--- src/rtl/lsu.sv ---
`default_nettype none
// ============================================================================
// Module   : lsu
// Purpose  : RV32I load/store unit. Accepts one load or store at a time,
//            rejects illegal or misaligned requests locally, otherwise runs
//            a single memory access with an ack/err/timeout handshake and
//            returns a one-cycle response with formatted load data.
// Revision : 1.0  initial release
// ============================================================================
module lsu #(
    parameter int XLEN    = 32,
    parameter int TIMEOUT = 16
) (
    input  logic            clk,
    input  logic            rst,

    input  logic            req_valid,
    output logic            req_ready,
    input  logic            is_store,
    input  logic [2:0]      funct3,
    input  logic [XLEN-1:0] addr,
    input  logic [XLEN-1:0] wdata,

    output logic            resp_valid,
    output logic [XLEN-1:0] resp_rdata,
    output logic [1:0]      resp_err,

    output logic            dmem_req,
    output logic            dmem_we,
    output logic [XLEN-1:0] dmem_addr,
    output logic [3:0]      dmem_be,
    output logic [XLEN-1:0] dmem_wdata,
    input  logic            dmem_ack,
    input  logic [XLEN-1:0] dmem_rdata,
    input  logic            dmem_err
);

    localparam logic [1:0] c_err_ok    = 2'b00;
    localparam logic [1:0] c_err_align = 2'b01;
    localparam logic [1:0] c_err_fault = 2'b10;
    localparam logic [1:0] c_err_ill   = 2'b11;
    localparam logic [7:0] c_cnt_last  = 8'(TIMEOUT - 1);

    typedef enum logic [1:0] {
        S_IDLE   = 2'd0,
        S_ACCESS = 2'd1,
        S_RESP   = 2'd2
    } state_t;

    state_t          r_state;
    state_t          w_state_nxt;

    logic            r_is_store;
    logic [2:0]      r_funct3;
    logic [1:0]      r_off;
    logic [7:0]      r_cnt;

    logic            w_accept;
    logic            w_illegal;
    logic            w_misaligned;
    logic [1:0]      w_size;
    logic [3:0]      w_be;
    logic [XLEN-1:0] w_wdata_rep;
    logic            w_timeout;
    logic [7:0]      w_byte;
    logic [15:0]     w_half;
    logic [XLEN-1:0] w_load_data;

    assign req_ready = (r_state == S_IDLE);
    assign w_accept  = req_valid && req_ready;
    assign w_timeout = (r_cnt == c_cnt_last);

    // Request decode: legality, alignment, lane mask and replicated store data
    always_comb begin
        w_size       = funct3[1:0];
        w_illegal    = is_store ? (funct3 > 3'd2)
                                : ((funct3 == 3'd3) || (funct3[2:1] == 2'b11));
        w_misaligned = ((w_size == 2'd1) && addr[0]) ||
                       ((w_size == 2'd2) && (addr[1:0] != 2'b00));
        w_be         = 4'b1111;
        w_wdata_rep  = wdata;
        case (w_size)
            2'd0: begin
                w_be        = 4'b0001 << addr[1:0];
                w_wdata_rep = {4{wdata[7:0]}};
            end
            2'd1: begin
                w_be        = 4'b0011 << addr[1:0];
                w_wdata_rep = {2{wdata[15:0]}};
            end
            default: begin
                w_be        = 4'b1111;
                w_wdata_rep = wdata;
            end
        endcase
    end

    // Load formatting: pick the addressed lane and extend per the latched width code
    always_comb begin
        w_byte      = dmem_rdata[{r_off, 3'b000} +: 8];
        w_half      = r_off[1] ? dmem_rdata[31:16] : dmem_rdata[15:0];
        w_load_data = dmem_rdata;
        case (r_funct3)
            3'd0:    w_load_data = {{(XLEN-8){w_byte[7]}}, w_byte};
            3'd1:    w_load_data = {{(XLEN-16){w_half[15]}}, w_half};
            3'd4:    w_load_data = {{(XLEN-8){1'b0}}, w_byte};
            3'd5:    w_load_data = {{(XLEN-16){1'b0}}, w_half};
            default: w_load_data = dmem_rdata;
        endcase
    end

    // State register
    always_ff @(posedge clk) begin
        if (rst) begin
            r_state <= S_IDLE;
        end else begin
            r_state <= w_state_nxt;
        end
    end

    // Next-state logic
    always_comb begin
        w_state_nxt = r_state;
        case (r_state)
            S_IDLE: begin
                if (req_valid) begin
                    w_state_nxt = (w_illegal || w_misaligned) ? S_RESP : S_ACCESS;
                end
            end
            S_ACCESS: begin
                if (dmem_err || dmem_ack || w_timeout) begin
                    w_state_nxt = S_RESP;
                end
            end
            S_RESP:  w_state_nxt = S_IDLE;
            default: w_state_nxt = S_IDLE;
        endcase
    end

    // Request latch, memory-side outputs, wait counter and response registers
    always_ff @(posedge clk) begin
        if (rst) begin
            r_is_store <= 1'b0;
            r_funct3   <= 3'd0;
            r_off      <= 2'd0;
            r_cnt      <= 8'd0;
            dmem_req   <= 1'b0;
            dmem_we    <= 1'b0;
            dmem_addr  <= '0;
            dmem_be    <= 4'b0000;
            dmem_wdata <= '0;
            resp_valid <= 1'b0;
            resp_rdata <= '0;
            resp_err   <= c_err_ok;
        end else begin
            resp_valid <= 1'b0;
            case (r_state)
                S_IDLE: begin
                    if (w_accept) begin
                        r_is_store <= is_store;
                        r_funct3   <= funct3;
                        r_off      <= addr[1:0];
                        if (w_illegal) begin
                            resp_valid <= 1'b1;
                            resp_err   <= c_err_ill;
                            resp_rdata <= '0;
                        end else if (w_misaligned) begin
                            resp_valid <= 1'b1;
                            resp_err   <= c_err_align;
                            resp_rdata <= '0;
                        end else begin
                            r_cnt      <= 8'd0;
                            dmem_req   <= 1'b1;
                            dmem_we    <= is_store;
                            dmem_addr  <= {addr[XLEN-1:2], 2'b00};
                            dmem_be    <= w_be;
                            dmem_wdata <= w_wdata_rep;
                        end
                    end
                end
                S_ACCESS: begin
                    if (dmem_err) begin
                        dmem_req   <= 1'b0;
                        resp_valid <= 1'b1;
                        resp_err   <= c_err_fault;
                        resp_rdata <= '0;
                    end else if (dmem_ack) begin
                        dmem_req   <= 1'b0;
                        resp_valid <= 1'b1;
                        resp_err   <= c_err_ok;
                        resp_rdata <= r_is_store ? '0 : w_load_data;
                    end else if (w_timeout) begin
                        dmem_req   <= 1'b0;
                        resp_valid <= 1'b1;
                        resp_err   <= c_err_fault;
                        resp_rdata <= '0;
                    end else begin
                        r_cnt <= r_cnt + 8'd1;
                    end
                end
                default: begin
                    resp_valid <= 1'b0;
                end
            endcase
        end
    end

endmodule
`default_nettype wire

--- config.mk ---
export PLATFORM = sky130hd
export DESIGN_NAME = lsu
export DESIGN_NICKNAME = d
export VERILOG_FILES = /design/src/rtl/lsu.sv
export SDC_FILE = /design/constraint.sdc
export NUM_CORES = 1
export LEC_CHECK = 0
export CAP_MARGIN = 0
export CELL_PAD_IN_SITES_DETAIL_PLACEMENT = 0
export CELL_PAD_IN_SITES_GLOBAL_PLACEMENT = 1
export CORE_ASPECT_RATIO = 1.4
export CORE_MARGIN = 2
export CORE_UTILIZATION = 34
export DETAILED_ROUTE_END_ITERATION = 8
export PLACE_DENSITY_LB_ADDON = 0.1
export REMOVE_ABC_BUFFERS = 1
export SETUP_SLACK_MARGIN = 0.05
export SLEW_MARGIN = 30
export SYNTH_ARGS = -nofsm -noshare
export SYNTH_HDL_FRONTEND = slang
export SYNTH_SLANG_ARGS = --single-unit
--- constraint.sdc ---
create_clock -name clk -period 3.9 [get_ports clk]
set_input_delay 0.39 -clock clk [delete_from_list [all_inputs] [get_ports clk]]
set_output_delay 0.39 -clock clk [all_outputs]
set_load 0.02 [all_outputs]
## After elaboration in Yosys (flattened, before gate mapping)

Cells that the tools add are included.

- Bits in registers: 119
- Input bits: 105
- Output and inout bits: 106
- Logic and storage cells: 103

- $add $sub $neg: 1
- Order comparisons: 1
- Equality and inequality tests: 19
- Shift operators: 3
- Multiplexer cells: 45
- Bitwise logic cells: 2
- Reductions and logical operators: 19

Operators by type and width:

| kind | number |
|---|---|
| two-way mux 32 bit | 7 |
| case mux 32 bit (2 select lines) | 2 |
| case mux 32 bit (4 select lines) | 1 |
| two-way mux 8 bit | 6 |
| indexed part select 32 x 6 -> 8 bit | 1 |
| two-way mux 2 bit | 9 |
| two-way mux 16 bit | 1 |
| case mux 8 bit (2 select lines) | 1 |
| inequality test 2 bit, second input constant | 7 |
| two-way mux 1 bit | 13 |
| adder 8 x 1 -> 8 bit, second input constant | 1 |
| equality test 8 x 4 -> 1 bit, second input constant | 1 |
| case mux 2 bit (2 select lines) | 2 |
| case mux 4 bit (2 select lines) | 1 |
| AND reduction 4 bit | 2 |
| AND reduction 7 bit | 1 |
| equality test 3 bit, second input constant | 2 |
| logical OR 1 bit | 5 |
| AND reduction 5 bit | 1 |
| equality test 2 x 1 -> 1 bit, second input constant | 2 |
| equality test 2 bit, second input constant | 2 |
| logical NOT 2 bit | 2 |
| inequality test 4 bit, second input constant | 1 |
| case mux 1 bit (2 select lines) | 2 |
| 12 further kinds | 17 |

## Longest topological paths before layout

Gate-level depths: netlist of the first run.

- Depth after elaboration: 7
- Gate-level depth with buffers: 7
- Gate-level depth less buffers: 5

## Worst setup path before layout of the first run

Ideal clock, no wire load.

- Kind: register -> register
- From: register r_cnt[4]
- To: register resp_rdata[10]
- Library setup time: 0.117 ns
- Data arrival time: 1.674 ns
- Data required time: 3.783 ns
- Path slack: 2.110 ns
- Cell stages (with the launch flop): 7
- Path buffers: 2
- Clock period less this slack: 1.790 ns
- Cell sequence: dfxtp_1 or4_4 buf_6 o211ai_4 a31oi_4 buf_6 a22o_1

- Word-level cells in the longest chain between the ends: 3

Ends and longest elaborated chain:

| item | line | text |
|---|---|---|
| start: declaration | 56 | `logic [7:0] r_cnt;` |
| start signal: assignment | 198 | `r_cnt <= r_cnt + 8'd1;` |
| equality test 8 x 4 -> 1 bit | 71 | `assign w_timeout = (r_cnt == c_cnt_last);` |
| inequality test 4 bit (no line) | n/a |  |
| AND reduction 4 bit (no line) | n/a |  |
| end signal: assignment | 191 | `resp_rdata <= r_is_store ? '0 : w_load_data;` |
| end: declaration | 25 | `output logic [XLEN-1:0] resp_rdata,` |

Every way passes these cells.
A chain may end at the register's enable or synchronous reset.

## Worst setup path in the final report of the first run

- From: input addr[0]
- To: register resp_rdata[14]

- Word-level cells in the longest chain between the ends: 5
- Elaborated cells on any way between the ends: 6
- Those cells by class: eq/ne: 1; reduce/logical: 5

Ends and longest elaborated chain:

| item | line | text |
|---|---|---|
| start: declaration | 21 | `input logic [XLEN-1:0] addr,` |
| nonzero test 2 bit | 79 | `((w_size == 2'd2) && (addr[1:0] != 2'b00));` |
| logical AND 1 bit | 79 |  |
| logical OR 1 bit * | 78 | `w_misaligned = ((w_size == 2'd1) && addr[0]) \|\|` |
| inequality test 3 x 1 -> 1 bit (no line) * | n/a |  |
| AND reduction 4 bit (no line) * | n/a |  |

Mark *: on every way between the ends. The rest lies on a longest branch, timed or not.

==> results.sh, run 1 <==
export IMPL_status="finished, final reports clean"
export IMPL_ys_warn_count=0
export IMPL_hold_viol=0
export IMPL_tns_ps=0
export IMPL_finalCriticalPeriod_ps=2650
export IMPL_cp_required_ps=4260
export IMPL_rsz0062_at_grt="no"
export IMPL_min_path_type="flop to flop"
export IMPL_synthSimpleGateAreaFrac_pct=20.2
export IMPL_synth_compound_area_share_pct=22.0
export IMPL_ant_nets=0
export IMPL_post_drt_wl_per_cell_um=16.5
export IMPL_min_period_over_period_pct=67.9
export IMPL_grt_use_total_pct=19.9
export IMPL_min_from="dmem_addr[18]"
export IMPL_synth_ff_type="dfxtp_1"
export IMPL_cts_resized=0
export IMPL_via_per_inst=5.15
export IMPL_die_area_sq_um=16700
export IMPL_rr_worst_depth=4
export IMPL_grt_pass1_vias=5113
export IMPL_hold_depth=2
export IMPL_dpl_hpwl_mm=11.5
export IMPL_mostFrequentLayoutCells="clkdlybuf4s50_1, nand2_1, dfxtp_1"
export IMPL_port_buffers=208
export IMPL_row_count=54
export IMPL_p_leak_uw=0.00287
export IMPL_critPathArrivalTime_ps=3000
export IMPL_cp_cell_sequence="clkdlybuf4s50_1, a221oi_1, o21ai_0, a31oi_4, a22o_1"
export IMPL_grt_max_degree=83
export IMPL_synth_avg_cell_area_sq_um=8.68
export IMPL_first_iter_violations=244
export IMPL_clockBufferDepth=2
export IMPL_cts_buffers_inserted=17
export IMPL_critical_path_slowest_cell="a31oi_4"
export IMPL_cts_tree="yes"
export IMPL_fmax_mhz=378
export IMPL_ios=211
export IMPL_crit_start="addr[0]"
export IMPL_overflow=0
export IMPL_drv_max_cap_violation_count=0
export IMPL_layout_drive_gt1_share_pct=7.62
export IMPL_fin_total_pwr_uw=3470
export IMPL_path_delay_family="compound AO/OA/AOI/OAI gates"
export IMPL_startpoint_type="input pin"
export IMPL_async_flop_share_pct=0
export IMPL_diodes=0
export IMPL_synthMuxAreaShare_pct=7.18
export IMPL_ys_ff_latch=119
export IMPL_synthAdderAreaFrac_pct=0.235
export IMPL_report_final_slew_viol_count=0
export IMPL_timing_rr_start="r_off[1]"
export IMPL_worst_ir_drop_vdd_mv=0.201
export IMPL_finalSetupViolCount=0
export IMPL_final_nets=907
export IMPL_drc=0
export IMPL_synth_cell_types=52
export IMPL_clk_pin_slew_ps=60
export IMPL_first_pass_iters=4
export IMPL_synth_top_family_by_area="compound AO/OA/AOI/OAI gates"
export IMPL_initial_core_util_pct=34.5
export IMPL_syn_area_sq_um=5330
export IMPL_vias=5205
export IMPL_r2r_end="resp_rdata[15]"
export IMPL_cts_setup_buffers=0
export IMPL_synth_top_area_cell="dfxtp_1"
export IMPL_criticalPathCategory="input pin to flop"
export IMPL_synth_seq_area_share_pct=44.7
export IMPL_grt_pass1_wl_mm=26.2
export IMPL_r2r_setup_slack_ps=1620
export IMPL_path_max_fanout=32
export IMPL_critPathBufInv=1
export IMPL_cts_sinks=119
export IMPL_die_x_um=110
export IMPL_finClkSkew_ps=8.57
export IMPL_clkLatencyLatePin_ps=410
export IMPL_layout_commonest_cell="clkdlybuf4s50_1"
export IMPL_critPathCaptureType="flop"
export IMPL_synth_area_top_cells="dfxtp_1, nand2_1, a21oi_1"
export IMPL_antenna_found_initial=0
export IMPL_die_height_um=152
export IMPL_gp_congestion=0.755
export IMPL_synth_edf_count=0
export IMPL_ctsHoldBuffers=0
export IMPL_power_density_nw_per_um2=428
export IMPL_min_delay_worst_endpoint="dmem_addr[18]"
export IMPL_area_delta_synth_final_pct=52.1
export IMPL_max_stage_delay_ps=840
export IMPL_slew_headroom_pct=36.2
export IMPL_routed_wl_mm=16.6
export IMPL_worst_pin_slew_ps=957
export IMPL_synth_top_area_share_pct=44.7
export IMPL_synthXorXnorAreaFrac_pct=0.493
export IMPL_cts_root_buf="clkbuf_16"
export IMPL_h_tree_depth=4
export IMPL_core_area_sq_um=15500
export IMPL_synthCells=614
==> Yosys cell counts (all sizes together), types with 3 or more instances <==
cell type	count
o2bb2ai	8
o211ai	11
nand4	3
mux2	8
or4	4
a21oi	78
nand3	4
mux2i	27
a31oi	3
xor2	3
nand2	119
dfxtp	119
o31ai	3
and2b	5
nor4	4
a211oi	11
nor2b	11
a22o	7
nand2b	30
nor2	34
o21ai	22
buf	21
a311oi	9
nor3	6
clkbuf	29
a32o	17
==> flip-flops by register name, summed over array words and instances (netlist names) <==
| signal | cells |
|---|---|
| r_funct3 | 3 |
| dmem_addr | 30 |
| r_off | 2 |
| resp_err | 2 |
| dmem_we | 1 |
| dmem_be | 4 |
| dmem_req | 1 |
| resp_valid | 1 |
| dmem_wdata | 32 |
| r_cnt | 8 |
| r_state | 2 |
| resp_rdata | 32 |
| r_is_store | 1 |
==> power breakdown <==
part           switching, uW  internal, uW
combinational            286           268
clock                    586          1030
sequential              38.5          1270
==> routing by layer <==
metal	vias to the layer above	share of wire [%]	GRT usage [%]
met5	-	0	0
met4	0	1.5	6.51
met3	16	7.2	6.89
met2	170	50	33.8
met1	2473	41	23.0
li1	2546	-	-
==> cells by family after synthesis <==
family,after synthesis
DFF,119
and+or+nand+nor,227
xor gates and xnor gates,3
adders and majority gates,1
other,1
muxes,36
buffers and inverters,52
AOI/OAI and AO/OA,175
==> how the worst max path moves through the flow <==
stage,to,depth (start not counted)
2_1_floorplan,dmem_wdata[24],4
3_3_place_gp,resp_rdata[14],5
3_5_place_dp,resp_rdata[14],5
4_1_cts,resp_rdata[14],5
5_1_grt,resp_rdata[8],5
6_report,resp_rdata[14],5
==> layout make-up <==
class,instances,area [sq um]
Tap cell,196,245
Multi-Input combinational cell,444,2700
Clock buffer,18,439
Sequential cell,119,2380
Timing Repair Buffer,217,2160
Clock inverter,14,174
Inverter,2,7.51
Fill cell,1517,7360
==> tightest hold or removal path, delay by kind of cell, from the launching register on <==
| kind | cells | cell delay [ps] |
|---|---|---|
| flops | 1 | 300 |
| simple gates | 1 | 50 |
| compound gates | 1 | 50 |
==> through the flow <==
| step | util (%) | instance area, sq um | worst slack, ps | cells | hold slack [ps] |
|---|---|---|---|---|---|
| final | 52.4 | 8110 | 1250 | 1010 | 450 |
| after global routing | 52.4 | 8110 | 1130 | 1010 | 472 |
| after CTS | 52.4 | 8110 | 1280 | 1010 | 456 |
| after detailed placement | 48.4 | 7490 | 853 | 978 | 448 |
| after global placement | 48.4 | 7490 | 933 | 978 | 442 |
| after floorplan | - | 5060 | 695 | 565 | 442 |
No activity file was read; power rests on OpenSTA's default activity.
==> run 2, diff against run 1 <==
--- a/config.mk
+++ b/config.mk
@@ -10,7 +10,7 @@
 export CELL_PAD_IN_SITES_GLOBAL_PLACEMENT = 1
 export CORE_ASPECT_RATIO = 1.4
 export CORE_MARGIN = 2
-export CORE_UTILIZATION = 34
+export CORE_UTILIZATION = 31
 export DETAILED_ROUTE_END_ITERATION = 8
 export PLACE_DENSITY_LB_ADDON = 0.1
 export REMOVE_ABC_BUFFERS = 1
==> constraint.sdc (replaced) <==
create_clock -name clk -period 2.7 [get_ports clk]
set_input_delay 0.27 -clock clk [delete_from_list [all_inputs] [get_ports clk]]
set_output_delay 0.27 -clock clk [all_outputs]
set_load 0.02 [all_outputs]
==> run 2 against run 1 <==
- wire length increased by 1.8%
- sequential share of layout area fell by 0.32 points
- non-clock buffer count rose by 9
- sequential cell count stayed put
- core utilization is 3.7 points lower
- clock skew hardly changed
- critical path depth is 1 higher
- via count about the same
- setup slack lost 590 ps
- critical endpoint is now resp_rdata[11]
- largest power group unchanged
- highest routed layer unchanged
==> results.sh, run 2 (synthesized netlist as in run 1, its figures left out) <==
export IMPL_row_count=56
export IMPL_via_per_inst=5.08
export IMPL_critPathBufInv=2
export IMPL_overflow=0
export IMPL_fin_ws_ps=662
export IMPL_path_max_fanout=32
export IMPL_h_tree_depth=4
export IMPL_drv_max_cap_violation_count=0
export IMPL_diodes=0
export IMPL_hold_viol=0
export IMPL_cts_tree="yes"
export IMPL_ios=211
export IMPL_clkLatencyLatePin_ps=410
export IMPL_clockBufferDepth=2
export IMPL_layout_drive_gt1_share_pct=8.15
export IMPL_worst_pin_slew_ps=736
export IMPL_largestRegisters="dmem_wdata x32, resp_rdata x32, dmem_addr x30"
export IMPL_min_path_type="input pin to flop"
export IMPL_drc=0
export IMPL_startpoint_type="input pin"
export IMPL_cts_setup_buffers=0
export IMPL_grt_pass1_vias=5280
export IMPL_holdWs_ps=269
export IMPL_ctsHoldBuffers=0
export IMPL_cts_root_buf="clkbuf_16"
export IMPL_cts_sinks=119
export IMPL_clk_pin_slew_ps=50
export IMPL_tns_ps=0
export IMPL_fmax_mhz=491
export IMPL_critical_path_slowest_cell="a221oi_1"
export IMPL_p_leak_uw=0.00293
export IMPL_path_delay_family="compound AO/OA/AOI/OAI gates"
export IMPL_layout_commonest_cell="clkdlybuf4s50_1"
export IMPL_cp_required_ps=3040
export IMPL_cp_cell_sequence="clkdlybuf4s50_1, a221oi_1, o21ai_0, a31oi_4, buf_12, a22o_1"
export IMPL_cts_buffers_inserted=17
export IMPL_finClkSkew_ps=8.61
export IMPL_power_density_nw_per_um2=608
export IMPL_slew_headroom_pct=50.7
export IMPL_grt_use_total_pct=18.5
export IMPL_finalSetupViolCount=0
export IMPL_initial_core_util_pct=31.7
export IMPL_routed_wl_mm=16.9
export IMPL_fillers=1670
export IMPL_port_buffers=208
export IMPL_worst_ir_drop_vdd_mv=0.312
export IMPL_core_area_sq_um=16800
export IMPL_grt_pass1_wl_mm=27.0
export IMPL_die_height_um=159
export IMPL_die_x_um=115
export IMPL_first_pass_iters=5
export IMPL_finish_instance_area_sq_um=8200
export IMPL_place_ws_ps=266
export IMPL_cts_resized=0
export IMPL_final_util_pct=48.8
export IMPL_grt_max_degree=71
export IMPL_vias=5208
export IMPL_critPathArrivalTime_ps=2380
export IMPL_report_final_slew_viol_count=0
export IMPL_final_nets=916
export IMPL_status="finished, final reports clean"
export IMPL_area_delta_synth_final_pct=53.8
export IMPL_max_stage_delay_ps=580
export IMPL_antenna_found_initial=0
export IMPL_gp_congestion=0.766
export IMPL_criticalPathCategory="input pin to flop"
export IMPL_first_iter_violations=247
export IMPL_post_drt_wl_per_cell_um=16.5
export IMPL_ant_nets=0
export IMPL_mostFrequentLayoutCells="clkdlybuf4s50_1, nand2_1, dfxtp_1"
export IMPL_rsz0062_at_grt="no"
export IMPL_die_area_sq_um=18300
export IMPL_dpl_hpwl_mm=11.9
export IMPL_finalCriticalPeriod_ps=2040
export IMPL_post_dp_cell_area_sq_um=7610
export IMPL_min_period_over_period_pct=75.5
export IMPL_critPathCaptureType="flop"
==> run 2: report_power, final <==
| part | internal (uW) | switching (uW) | total [uW] | leakage [uW] |
|---|---|---|---|---|
| combinational | 406 | 426 | 832 | 0.00167 |
| sequential | 1830 | 49.4 | 1880 | 0.000967 |
| clock | 1490 | 781 | 2270 | 0.000286 |
==> run 2: area by class of cell <==
class	count	area, sq um	share of cell area [%]
multi-input combinational	444	2700	33.0
sequential	119	2380	29.1
timing repair buffer	226	2260	27.6
clock buffer	22	464	5.66
tap	203	254	3.10
clock inverter	9	125	1.53
inverter	2	7.51	0.0916
==> run 2: worst register-to-register path: stages, from the launching register on <==
cell	delay [ps]
dfxtp_1	350
or3b_1	590
a21oi_4	280
buf_12	270
nor2_1	70
a311oi_1	230
==> run 2: metal layers <==
layer	vias to the layer above	global-route usage, %	part of all wire [%]
met5	-	0	0
met4	0	6.02	1.0
met3	13	7.12	8.4
met2	172	31.1	49
met1	2457	21.5	41
li1	2566	-	-
==> run 2: path summary, 6_finish.rpt <==
kind	startpoint	to	slack (ps)	cells past startpoint
setup / recovery	addr[0]	resp_rdata[11]	660	6
hold / removal	rst	dmem_req	270	2
setup reg to reg	r_state[0]	dmem_wdata[9]	820	5
hold reg to reg	dmem_wdata[4]	dmem_wdata[4]	450	2
==> run 2: through the flow <==
| step | power (uW) | cells |
|---|---|---|
| floorplan | 2280 | 565 |
| global placement | 2740 | 994 |
| detailed placement | 2750 | 994 |
| CTS | 5060 | 1025 |
| global route | 5200 | 1025 |
| finish | 4980 | 1025 |
==> run 3, diff against run 2 <==
==> constraint.sdc (replaced) <==
create_clock -name clk -period 2.1 [get_ports clk]
set_input_delay 0.21 -clock clk [delete_from_list [all_inputs] [get_ports clk]]
set_output_delay 0.21 -clock clk [all_outputs]
set_load 0.02 [all_outputs]
==> run 3 against run 2 <==
- clock power is 37% higher
- first-iteration DRC count is 4.0% lower
- sequential share of layout area is 0.97 points lower
- total power is 33% higher
- critical path type is now flop to flop
- core utilization is 1.7 points higher
- combinational power is 36% higher
- clock skew is 3.7 ps lower
- critical endpoint is now resp_rdata[12]
==> results.sh, run 3 (synthesized netlist as in run 1, its figures left out) <==
export IMPL_report_final_slew_viol_count=0
export IMPL_worst_pin_slew_ps=580
export IMPL_die_x_um=115
export IMPL_critPathCaptureType="flop"
export IMPL_grt_busiest_layer="met2"
export IMPL_finalSetupViolCount=0
export IMPL_cp_required_ps=2400
export IMPL_min_period_over_period_pct=88.7
export IMPL_rr_worst_depth=5
export IMPL_fillers=1638
export IMPL_initial_core_util_pct=31.7
export IMPL_cts_tree="yes"
export IMPL_grt_use_total_pct=18.0
export IMPL_cts_resized=0
export IMPL_cp_cell_sequence="or4_4, o211ai_4, a31oi_4, buf_12, a22o_1"
export IMPL_diodes=0
export IMPL_layout_commonest_cell="clkdlybuf4s50_1"
export IMPL_die_area_sq_um=18300
export IMPL_criticalPathCategory="flop to flop"
export IMPL_clkLatencyLatePin_ps=410
export IMPL_final_nets=938
export IMPL_hold_depth=2
export IMPL_clockBufferDepth=2
export IMPL_largestRegisters="dmem_wdata x32, resp_rdata x32, dmem_addr x30"
export IMPL_cts_buffers_inserted=17
export IMPL_grt_max_degree=43
export IMPL_hold_viol=0
export IMPL_tns_ps=0
export IMPL_first_pass_iters=4
export IMPL_gp_congestion=0.765
export IMPL_first_iter_violations=237
export IMPL_swShare_pct=25.1
export IMPL_drc=0
export IMPL_ctsHoldBuffers=0
export IMPL_min_from="rst"
export IMPL_h_tree_depth=4
export IMPL_power_density_nw_per_um2=783
export IMPL_row_count=56
export IMPL_cts_sinks=119
export IMPL_path_max_fanout=32
export IMPL_layout_drive_gt1_share_pct=10.9
export IMPL_cts_root_buf="clkbuf_16"
export IMPL_die_height_um=159
export IMPL_post_dp_cell_area_sq_um=7850
export IMPL_port_buffers=208
export IMPL_critPathArrivalTime_ps=2160
export IMPL_grt_util_met2_pct=31.8
export IMPL_post_drt_wl_per_cell_um=16.0
export IMPL_ios=211
export IMPL_antenna_found_initial=0
export IMPL_final_util_pct=50.4
export IMPL_via_per_inst=4.98
export IMPL_pwr_share_clk_pct=46.6
export IMPL_use_met3_pct=7.04
export IMPL_max_stage_delay_ps=620
export IMPL_power_switching_uw=1670
export IMPL_internal_power_uw=4970
export IMPL_mostFrequentLayoutCells="clkdlybuf4s50_1, nand2_1, dfxtp_1"
export IMPL_holdWs_ps=214
export IMPL_area_delta_synth_final_pct=59.1
export IMPL_ant_nets=0
export IMPL_fin_ws_ps=238
export IMPL_finish_instance_area_sq_um=8480
export IMPL_slew_headroom_pct=61.3
export IMPL_drv_max_cap_violation_count=0
export IMPL_finClkSkew_ps=4.94
export IMPL_worst_ir_drop_vdd_mv=0.397
export IMPL_p_seq_share_pct=36.4
export IMPL_p_leak_uw=0.00307
export IMPL_finalCriticalPeriod_ps=1860
export IMPL_grt_use_met1_pct=19.3
export IMPL_vias=5217
export IMPL_place_ws_ps=-107
export IMPL_rsz0062_at_grt="no"
export IMPL_core_area_sq_um=16800
export IMPL_dpl_hpwl_mm=12.2
export IMPL_cts_setup_buffers=0
export IMPL_clk_pin_slew_ps=60
export IMPL_min_path_type="input pin to flop"
export IMPL_overflow=0
export IMPL_fmax_mhz=537
export IMPL_startpoint_type="flop"
export IMPL_timing_rr_start="r_cnt[4]"
export IMPL_grt_pass1_wl_mm=26.2
export IMPL_status="finished, final reports clean"
export IMPL_grt_pass1_vias=5226
export IMPL_comb_power_share_pct=17.0
export IMPL_r2r_end="resp_rdata[12]"
export IMPL_routed_wl_mm=16.7
export IMPL_min_delay_worst_endpoint="resp_err[0]"
export IMPL_critical_path_slowest_cell="or4_4"
export IMPL_r2r_setup_slack_ps=240
-- run 3: worst max-delay path by stage --
stage / startpoint / to / cells after the start
final: r_cnt[4] / resp_rdata[12] / 5
after global routing: r_state[0] / req_ready / 2
after CTS: r_state[0] / req_ready / 2
after detailed placement: addr[0] / dmem_wdata[8] / 6
after global placement: funct3[0] / dmem_wdata[14] / 7
after floorplan: r_state[0] / dmem_wdata[24] / 4
-- run 3: cell type report --
type / instances / area [sq um] / area share (%)
clock buffer: 20 / 457 / 5.39
multi-input combinational: 444 / 2700 / 31.9
clock inverter: 12 / 175 / 2.07
timing repair buffer: 248 / 2500 / 29.5
tap: 203 / 254 / 2.99
sequential: 119 / 2380 / 28.1
inverter: 2 / 7.51 / 0.0885
-- run 3: per-layer routing --
| layer | wire (um) | part of all wire (%) |
|---|---|---|
| met1 | 6640 | 40 |
| met3 | 1350 | 8.1 |
| met4 | 308 | 1.8 |
| met5 | 0 | 0 |
| met2 | 8440 | 50 |
-- run 3: power by group through the flow --
stage	clock (uW)	combinational (uW)	sequential (uW)
global placement	0	1130	2460
global route	3270	1220	2430
CTS	3180	1140	2420
floorplan	0	364	2570
finish	3100	1130	2420
detailed placement	0	1140	2460
-- run 3: worst max-delay path: cells and delay by family (launching register included) --
family / cells / cell delay [ps]
buf+inv: 1 / 190
flops: 1 / 350
simple gates: 1 / 620
compound gates: 3 / 580
-- run 3: per-stage QoR --
step	instances	power [uW]
floorplan	565	2930
finish	1048	6640
global placement	1016	3590
CTS	1048	6740
detailed placement	1016	3600
global route	1048	6920
